### config.mk
export PLATFORM = sky130hd
export DESIGN_NAME = instruction_id_tracker
export DESIGN_NICKNAME = d
export VERILOG_FILES = /design/src/rtl/instruction_id_tracker.sv
export SDC_FILE = /design/constraint.sdc
export NUM_CORES = 1
export LEC_CHECK = 0
export ABC_CLOCK_PERIOD_IN_PS = 3800
export CORE_ASPECT_RATIO = 0.6
export CORE_MARGIN = 1.5
export CORE_UTILIZATION = 52
export CTS_CLUSTER_DIAMETER = 30
export DETAILED_ROUTE_END_ITERATION = 6
export PLACE_DENSITY = 0.87
export SYNTH_ARGS = -nofsm -noshare
export SYNTH_HDL_FRONTEND = slang
export SYNTH_SLANG_ARGS = --single-unit
### constraint.sdc
create_clock -name clk -period 3.8 [get_ports clk]
set_clock_uncertainty 0.15 [all_clocks]
set_input_delay 0.76 -clock clk [delete_from_list [all_inputs] [get_ports clk]]
set_output_delay 0.76 -clock clk [all_outputs]
set_load 0.01 [all_outputs]
### src/rtl/instruction_id_tracker.sv
// In-order instruction ID allocator and multi-port retirer.
// IDs are handed out at fetch, issued in order, marked complete by writeback
// ports, and retired oldest-first in contiguous blocks of up to RETIRE_PORTS.
module instruction_id_tracker #(
    parameter  int NUM_IDS       = 8,
    parameter  int RETIRE_PORTS  = 2,
    parameter  int NUM_WB_PORTS  = 2,
    parameter  int MAX_RD_RETIRE = 1,
    localparam int ID_W          = $clog2(NUM_IDS),
    localparam int CNT_W         = ID_W + 1,
    localparam int RC_W          = $clog2(RETIRE_PORTS + 1)
) (
    input  logic                           clk,
    input  logic                           rst,
    input  logic                           fetch_flush,
    input  logic                           retire_hold,
    input  logic                           exception_pending,
    input  logic                           alloc_req,
    output logic [ID_W-1:0]                alloc_id,
    output logic                           alloc_available,
    input  logic                           issue_valid,
    output logic [ID_W-1:0]                issue_id,
    input  logic                           issue_needs_wb,
    input  logic                           issue_uses_rd,
    input  logic [NUM_WB_PORTS-1:0]        wb_valid,
    input  logic [NUM_WB_PORTS*ID_W-1:0]   wb_id,
    output logic [RETIRE_PORTS-1:0]        retire_valid,
    output logic [RETIRE_PORTS*ID_W-1:0]   retire_ids,
    output logic [RC_W-1:0]                retire_count,
    output logic [CNT_W-1:0]               pre_issue_count,
    output logic [CNT_W-1:0]               post_issue_count
);

    logic [ID_W-1:0]   alloc_ptr;
    logic [ID_W-1:0]   issue_ptr;
    logic [ID_W-1:0]   retire_ptr;
    logic [CNT_W-1:0]  pre_cnt;
    logic [CNT_W-1:0]  post_cnt;
    logic [NUM_IDS-1:0] pending;
    logic [NUM_IDS-1:0] uses_rd;
    logic [CNT_W-1:0]  occupancy;

    logic [RETIRE_PORTS-1:0]      sel;
    logic [RETIRE_PORTS*ID_W-1:0] sel_ids;
    logic [RC_W-1:0]              sel_count;
    logic [ID_W-1:0]              sel_idx;
    logic [RC_W-1:0]              rd_sum;
    logic                         sel_ok;
    logic                         sel_chain;

    assign alloc_id         = alloc_ptr;
    assign issue_id         = issue_ptr;
    assign pre_issue_count  = pre_cnt;
    assign post_issue_count = post_cnt;
    assign occupancy        = pre_cnt + post_cnt;
    assign alloc_available  = occupancy < CNT_W'(NUM_IDS);

    // Pick the longest contiguous run of retirable IDs starting at the oldest.
    always_comb begin
        // NOTE: every variable gets a default before the loop so no path leaves it unassigned (no latch).
        sel       = '0;
        sel_ids   = '0;
        sel_count = '0;
        sel_idx   = '0;
        rd_sum    = '0;
        sel_ok    = 1'b0;
        sel_chain = 1'b1;
        for (int i = 0; i < RETIRE_PORTS; i++) begin
            sel_idx = retire_ptr + ID_W'(i);
            sel_ids[i*ID_W +: ID_W] = sel_idx;
            if (uses_rd[sel_idx]) begin
                rd_sum = rd_sum + RC_W'(1);
            end
            sel_ok = sel_chain
                  && (post_cnt > CNT_W'(i))
                  && !pending[sel_idx]
                  && !retire_hold
                  && (rd_sum <= RC_W'(MAX_RD_RETIRE))
                  && ((i == 0) || !exception_pending);
            sel[i] = sel_ok;
            if (sel_ok) begin
                sel_count = sel_count + RC_W'(1);
            end
            sel_chain = sel_ok;
        end
    end

    // Pointer, count, per-ID status and registered retire outputs.
    always_ff @(posedge clk) begin
        if (rst) begin
            alloc_ptr    <= '0;
            issue_ptr    <= '0;
            retire_ptr   <= '0;
            pre_cnt      <= '0;
            post_cnt     <= '0;
            // NOTE: the per-ID status bits are plain flops, so they are reset along with everything else.
            pending      <= '0;
            uses_rd      <= '0;
            retire_valid <= '0;
            retire_count <= '0;
            for (int i = 0; i < RETIRE_PORTS; i++) begin
                retire_ids[i*ID_W +: ID_W] <= ID_W'(i);
            end
        end else begin
            // NOTE: non-blocking so every update below sees the pre-edge state.
            retire_ptr <= retire_ptr + ID_W'(sel_count);
            post_cnt   <= post_cnt + CNT_W'(issue_valid) - CNT_W'(sel_count);

            if (issue_valid) begin
                issue_ptr <= issue_ptr + ID_W'(1);
            end

            if (fetch_flush) begin
                alloc_ptr <= issue_ptr + ID_W'(issue_valid);
                pre_cnt   <= '0;
            end else begin
                if (alloc_req) begin
                    alloc_ptr <= alloc_ptr + ID_W'(1);
                end
                pre_cnt <= pre_cnt + CNT_W'(alloc_req) - CNT_W'(issue_valid);
            end

            for (int k = 0; k < NUM_WB_PORTS; k++) begin
                if (wb_valid[k]) begin
                    pending[wb_id[k*ID_W +: ID_W]] <= 1'b0;
                end
            end

            if (issue_valid) begin
                pending[issue_ptr] <= issue_needs_wb;
                uses_rd[issue_ptr] <= issue_uses_rd;
            end

            retire_valid <= sel;
            retire_ids   <= sel_ids;
            retire_count <= sel_count;
        end
    end

    // Usage rules the surrounding pipeline must honour.
    a_alloc_legal : assert property (@(posedge clk) disable iff (rst)
        alloc_req |-> alloc_available);
    a_issue_legal : assert property (@(posedge clk) disable iff (rst)
        issue_valid |-> (pre_cnt != '0));

    for (genvar k = 0; k < NUM_WB_PORTS; k++) begin : g_wb_chk
        a_wb_pending : assert property (@(posedge clk) disable iff (rst)
            wb_valid[k] |-> pending[wb_id[k*ID_W +: ID_W]]);
        a_wb_not_issuing : assert property (@(posedge clk) disable iff (rst)
            (wb_valid[k] && issue_valid) |-> (wb_id[k*ID_W +: ID_W] != issue_ptr));
        for (genvar j = k + 1; j < NUM_WB_PORTS; j++) begin : g_pair
            a_wb_distinct : assert property (@(posedge clk) disable iff (rst)
                (wb_valid[k] && wb_valid[j]) |-> (wb_id[k*ID_W +: ID_W] != wb_id[j*ID_W +: ID_W]));
        end
    end

endmodule
# Yosys cells after proc, flatten, opt, wreduce, memory -nomap -nowiden
# Cells that the tools add are included.
# op_classes
reduce_logical	17
n_div	0
eq_ne	0
n_bitwise	4
magnitude_cmp	13
muxes	27
n_addsub	12
n_shift	0
multipliers	0
# ops
cell	n
two-way mux 8 bit	5
less-than comparator 3 x 4 -> 1 bit, second input constant	5
bitwise AND 8 bit	2
bitwise mux 8 bit	2
NOT 8 bit	2
binary-select mux 1 bit (select 3 bit)	4
logical AND 1 bit	11
adder 3 x 1 -> 3 bit, second input constant	3
demux 1 bit (select 3 bit)	3
>= comparator 3 x 1 -> 1 bit, second input constant	3
two-way mux 1 bit	9
adder 4 x 1 -> 4 bit	2
> comparator 4 x 1 -> 1 bit, second input constant	2
two-way mux 3 bit	2
adder 1 x 1 -> 2 bit, second input constant	2
adder 4 bit	1
logical NOT 1 bit	4
less-than comparator 4 bit, second input constant	1
two-way mux 2 bit	2
subtractor 4 x 1 -> 4 bit	1
subtractor 4 x 2 -> 4 bit	1
adder 3 x 1 -> 3 bit	1
adder 3 x 2 -> 3 bit	1
less-or-equal comparator 2 x 1 -> 1 bit, second input constant	1
other kinds (3)	3
# totals
latchBits	0
out_inout_bits	25
register_bits	43
memories	0
romBits	0
wordCells	83
ram_bits	0

# Longest topological paths before layout
# depth
word_depth	13
mapped_depth	13
ltp_nobuf	13

# Worst setup path before layout
# Ideal clock, no wire load.
# synth_timing
path_kind	flip-flop to flip-flop
startpoint	reg retire_ptr[0]
endpoint	reg post_cnt[2], in the netlist post_issue_count[2]
slack_ns	0.521
n_path_buf	0
setup_time_ns	0.128
stages_incl_launch_ff	14
t_required_ns	3.522
t_arrival_ns	3.001
path_cell_list	dfxtp_1 ha_1 mux4_1 mux2i_1 nand2_1 nor3_1 ha_1 ha_1 inv_1 ha_1 inv_1 fa_1 xor2_1 nor2_1
# synth_via
word_cells_on_any_way	28
# synth_lines
item	line	rtl
start, declared	36	logic [ID_W-1:0] retire_ptr;
start signal, assigned	106	retire_ptr <= retire_ptr + ID_W'(sel_count);
adder 3 x 1 -> 3 bit *	69	sel_idx = retire_ptr + ID_W'(i);
named net sel_ids[4]	44	logic [RETIRE_PORTS*ID_W-1:0] sel_ids;
parallel branches: the longest is 5 deep, another holds less-or-equal comparator 2 x 1 -> 1 bit	--	
logical AND 1 bit *	78	&& (rd_sum <= RC_W'(MAX_RD_RETIRE))
logical AND 1 bit *	79	&& ((i == 0) || !exception_pending);
named net sel[1]	43	logic [RETIRE_PORTS-1:0] sel;
two-way mux 2 bit *	81	if (sel_ok) begin
named net sel_count[0]	45	logic [RC_W-1:0] sel_count;
subtractor 4 x 2 -> 4 bit *	107	post_cnt <= post_cnt + CNT_W'(issue_valid) - CNT_W'(sel_count);
end signal, assigned	107	
end, declared	38	logic [CNT_W-1:0] post_cnt;
# Mark *: on every way through the listed nets, which the timed path passes. The select of a mux whose other input is x is not followed.
# A chain may end at the register's enable or synchronous reset.

# Final worst setup path
# layout_timing
startpoint	reg retire_ptr[1]
endpoint	reg post_cnt[2], in the netlist post_issue_count[2]
# The elaborated chain is that of the path after synthesis.

==> flow_metrics.env <==
export IMPL_cts_sinks=43
export IMPL_crit_buf_inv=2
export IMPL_ys_ff_latch=43
export IMPL_p_seq_frac=0.390
export IMPL_drc=0
export IMPL_avgViaCountPerCell=5.54
export IMPL_cts_tree="yes"
export IMPL_peakVddDrop_v=0.000214
export IMPL_dp_cells=341
export IMPL_grt_max_degree=26
export IMPL_gp_congestion=0.877
export IMPL_status="finished, final reports clean"
export IMPL_first_global_vias=1851
export IMPL_drv_slew=0
export IMPL_async_flop_share=0
export IMPL_p_comb_frac=0.411
export IMPL_area_growth_pct=23.4
export IMPL_p_switching_w=0.000492
export IMPL_clk_pin_slew_worst_paths_ns=0.08
export IMPL_antenna_found_initial=0
export IMPL_avgSynthCellArea_um2=9.48
export IMPL_cts_buffers=5
export IMPL_drtPass1Iterations=4
export IMPL_critPathMostFrequentCell="ha_1"
export IMPL_drtIter0Drc=82
export IMPL_fin_nets=327
export IMPL_arrival_ns=3.56
export IMPL_initial_core_util=0.557
export IMPL_cp_slowest_cell="mux4_1"
export IMPL_p_int_w=0.000954
export IMPL_synthTopCellsByArea="dfxtp_1 (36%), ha_1 (10%), mux4_1 (6.7%)"
export IMPL_postLayoutCoreUtil=0.688
export IMPL_syn_area_um2=2360
export IMPL_worst_pin_slew_ns=0.695
export IMPL_clk_latency_ns=0.30
export IMPL_period_needed_ns=3.54
export IMPL_grt_usage=0.237
export IMPL_yosys_area_top_type="dfxtp_1"
export IMPL_syn_inst=249
export IMPL_whs_ns=0.324
export IMPL_pwr_density_cell_nw_per_um2=496
export IMPL_setup_worst_path_class="reg -> reg"
export IMPL_ys_warn_count=0
export IMPL_cp_max_fo=7
export IMPL_cp_slowest_stage_delay_ns=0.56
export IMPL_ctsHoldBuffers=0
export IMPL_max_freq_ghz=0.282
export IMPL_p_clk_frac=0.198
export IMPL_core_area_um2=4230
export IMPL_antenna_left=0
export IMPL_die_h_um=55.2
export IMPL_hold_class="reg -> reg"
export IMPL_fin_crit_sh=0.932
export IMPL_cap_violations=0
export IMPL_end_kind="flip-flop"
export IMPL_syn_num_nets=288
export IMPL_routed_wl_um=5210
export IMPL_overflow=0
export IMPL_hold_viol=0
export IMPL_numPortBuffers=41
export IMPL_dp_final_hpwl_um=3830
export IMPL_critPathTopFamily="adder cells"
export IMPL_drive_gt1_frac=0.0623
export IMPL_place_ws_ns=0.199
export IMPL_switching_share=0.340
export IMPL_die_width_um=90.0
export IMPL_startpoint_type="flip-flop"
export IMPL_diodes=0
export IMPL_wl_per_cell_um=14.9
export IMPL_rsz0062_at_grt="no"
export IMPL_rows=18
export IMPL_setup_viol=0
export IMPL_ys_seq_area_frac=0.365
export IMPL_clock_path_buffers=2
export IMPL_fin_cells=349
export IMPL_cp_required_ns=3.82
export IMPL_p_leak_nw=1.19
export IMPL_synth_top_cell_area_share=0.365
export IMPL_clockRootBuffer="clkbuf_8"
export IMPL_relSlewSlack=0.535
export IMPL_tns_ns=0
export IMPL_grt_pass1_wl_um=8830
export IMPL_synth_ff_type="dfxtp_1"
export IMPL_synth_edf_count=0
export IMPL_dieArea_um2=4960
export IMPL_cts_htree_levels=2
export IMPL_io_pins=42
export IMPL_worst_slack_ns=0.258
export IMPL_yosysUniqueCellTypes=35
export IMPL_num_vias=1932
export IMPL_crit_chain="ha_4 > mux4_1 > mux2i_1 > nand2_1 > nor3_1 > ha_1 > ha_1 > inv_1 > ha_1 > inv_1 > fa_1 > xor2_1 > nor2_1"
[area by class of cell]
| class | count | area, um2 |
|---|---|---|
| tap | 60 | 75.1 |
| multi-input combinational | 173 | 1380 |
| timing repair buffer | 45 | 440 |
| inverter | 20 | 75.1 |
| clock inverter | 3 | 15.0 |
| clock buffer | 5 | 68.8 |
| sequential | 43 | 861 |
| fill | 345 | 1320 |
[registers in the layout, indices dropped and copies added (netlist names)]
register	count
retire_ptr	3
alloc_id	3
pre_issue_count	4
retire_ids	6
uses_rd	8
pending	8
post_issue_count	4
retire_count	2
issue_id	3
retire_valid	2
[final timing paths]
kind	start	cells after the start	endpoint	slack [ns]
setup / recovery	retire_ptr[1]	13	post_issue_count[2]	0.26
hold / removal	uses_rd[0]	2	uses_rd[0]	0.32
setup reg to reg	retire_ptr[1]	13	post_issue_count[2]	0.26
hold reg to reg	uses_rd[0]	2	uses_rd[0]	0.32
[worst min-delay path: stages, from the launching register on]
cell and delay (ns):
dfxtp_1 0.32, nand2_1 0.06, a21oi_1 0.05
[Yosys cell counts, types with 3 or more instances]
| library cell | instances |
|---|---|
| nor3_1 | 4 |
| clkbuf_1 | 9 |
| nor2_1 | 29 |
| dfxtp_1 | 43 |
| fa_1 | 3 |
| a21oi_1 | 14 |
| buf_2 | 3 |
| nor2b_1 | 16 |
| ha_1 | 19 |
| nand2_1 | 9 |
| xor2_1 | 4 |
| nand4_1 | 9 |
| nand3_1 | 15 |
| xnor2_1 | 10 |
| mux4_1 | 6 |
| mux2i_1 | 13 |
| inv_1 | 20 |
[kinds of logic after synthesis]
kind of cell / synth area share
fa+ha+maj: 0.126
buf+inv: 0.0573
flops: 0.365
compound gates: 0.0827
simple gates: 0.195
xor+xnor: 0.0520
mux: 0.122
[power groups by stage]
| stage | clock network, W | registers, W | logic (W) |
|---|---|---|---|
| after floorplan | 0 | 0.000582 | 0.000362 |
| after global placement | 0 | 0.000568 | 0.000557 |
| after detailed placement | 0 | 0.000572 | 0.000578 |
| after CTS | 0.000294 | 0.000561 | 0.000590 |
| after global routing | 0.000314 | 0.000574 | 0.000663 |
| final | 0.000287 | 0.000564 | 0.000595 |
[per-layer routing]
metal	routed length, um	up-vias	track usage
met5	0	-	0
met4	50	0	0.0741
met3	390	6	0.0601
met2	2160	76	0.389
met1	2610	899	0.316
li1	-	951	-
[stage by stage]
stage | power, W | cell area, um2
2_1_floorplan | 0.000944 | 2360
3_3_place_gp | 0.00113 | 2820
3_5_place_dp | 0.00115 | 2820
4_1_cts | 0.00145 | 2900
5_1_grt | 0.00155 | 2910
6_report | 0.00145 | 2910
[placed cells by master (no fill, tap or decap), drive strengths merged]
cell type      count
o2111a             1
dfxtp             43
nand3             15
ha                19
nor3b              1
and2               1
nor4               1
a221oi             1
clkdlybuf4s50     41
xor2               4
nor3               4
buf                4
a32oi              2
a41oi              1
a22oi              1
nand3b             1
clkinv             3
a21o               2
nor2              29
fa                 3
a211oi             1
and3               2
and2b              2
nor2b             16
mux2i             13
clkbuf             5
xnor2             10
inv               20
a31oi              1
nand4              9
mux4               6
nand2              9
a31o               1
a21oi             14
a2111oi            2
o41ai              1
[timing repair]
| action | 4_1_cts | 5_1_grt |
|---|---|---|
| endpoints found under the setup margin | 0 | 1 |
| setup buffers | 0 | 0 |
| resized for setup | 0 | 2 |
No activity file was read; power rests on OpenSTA's default activity.
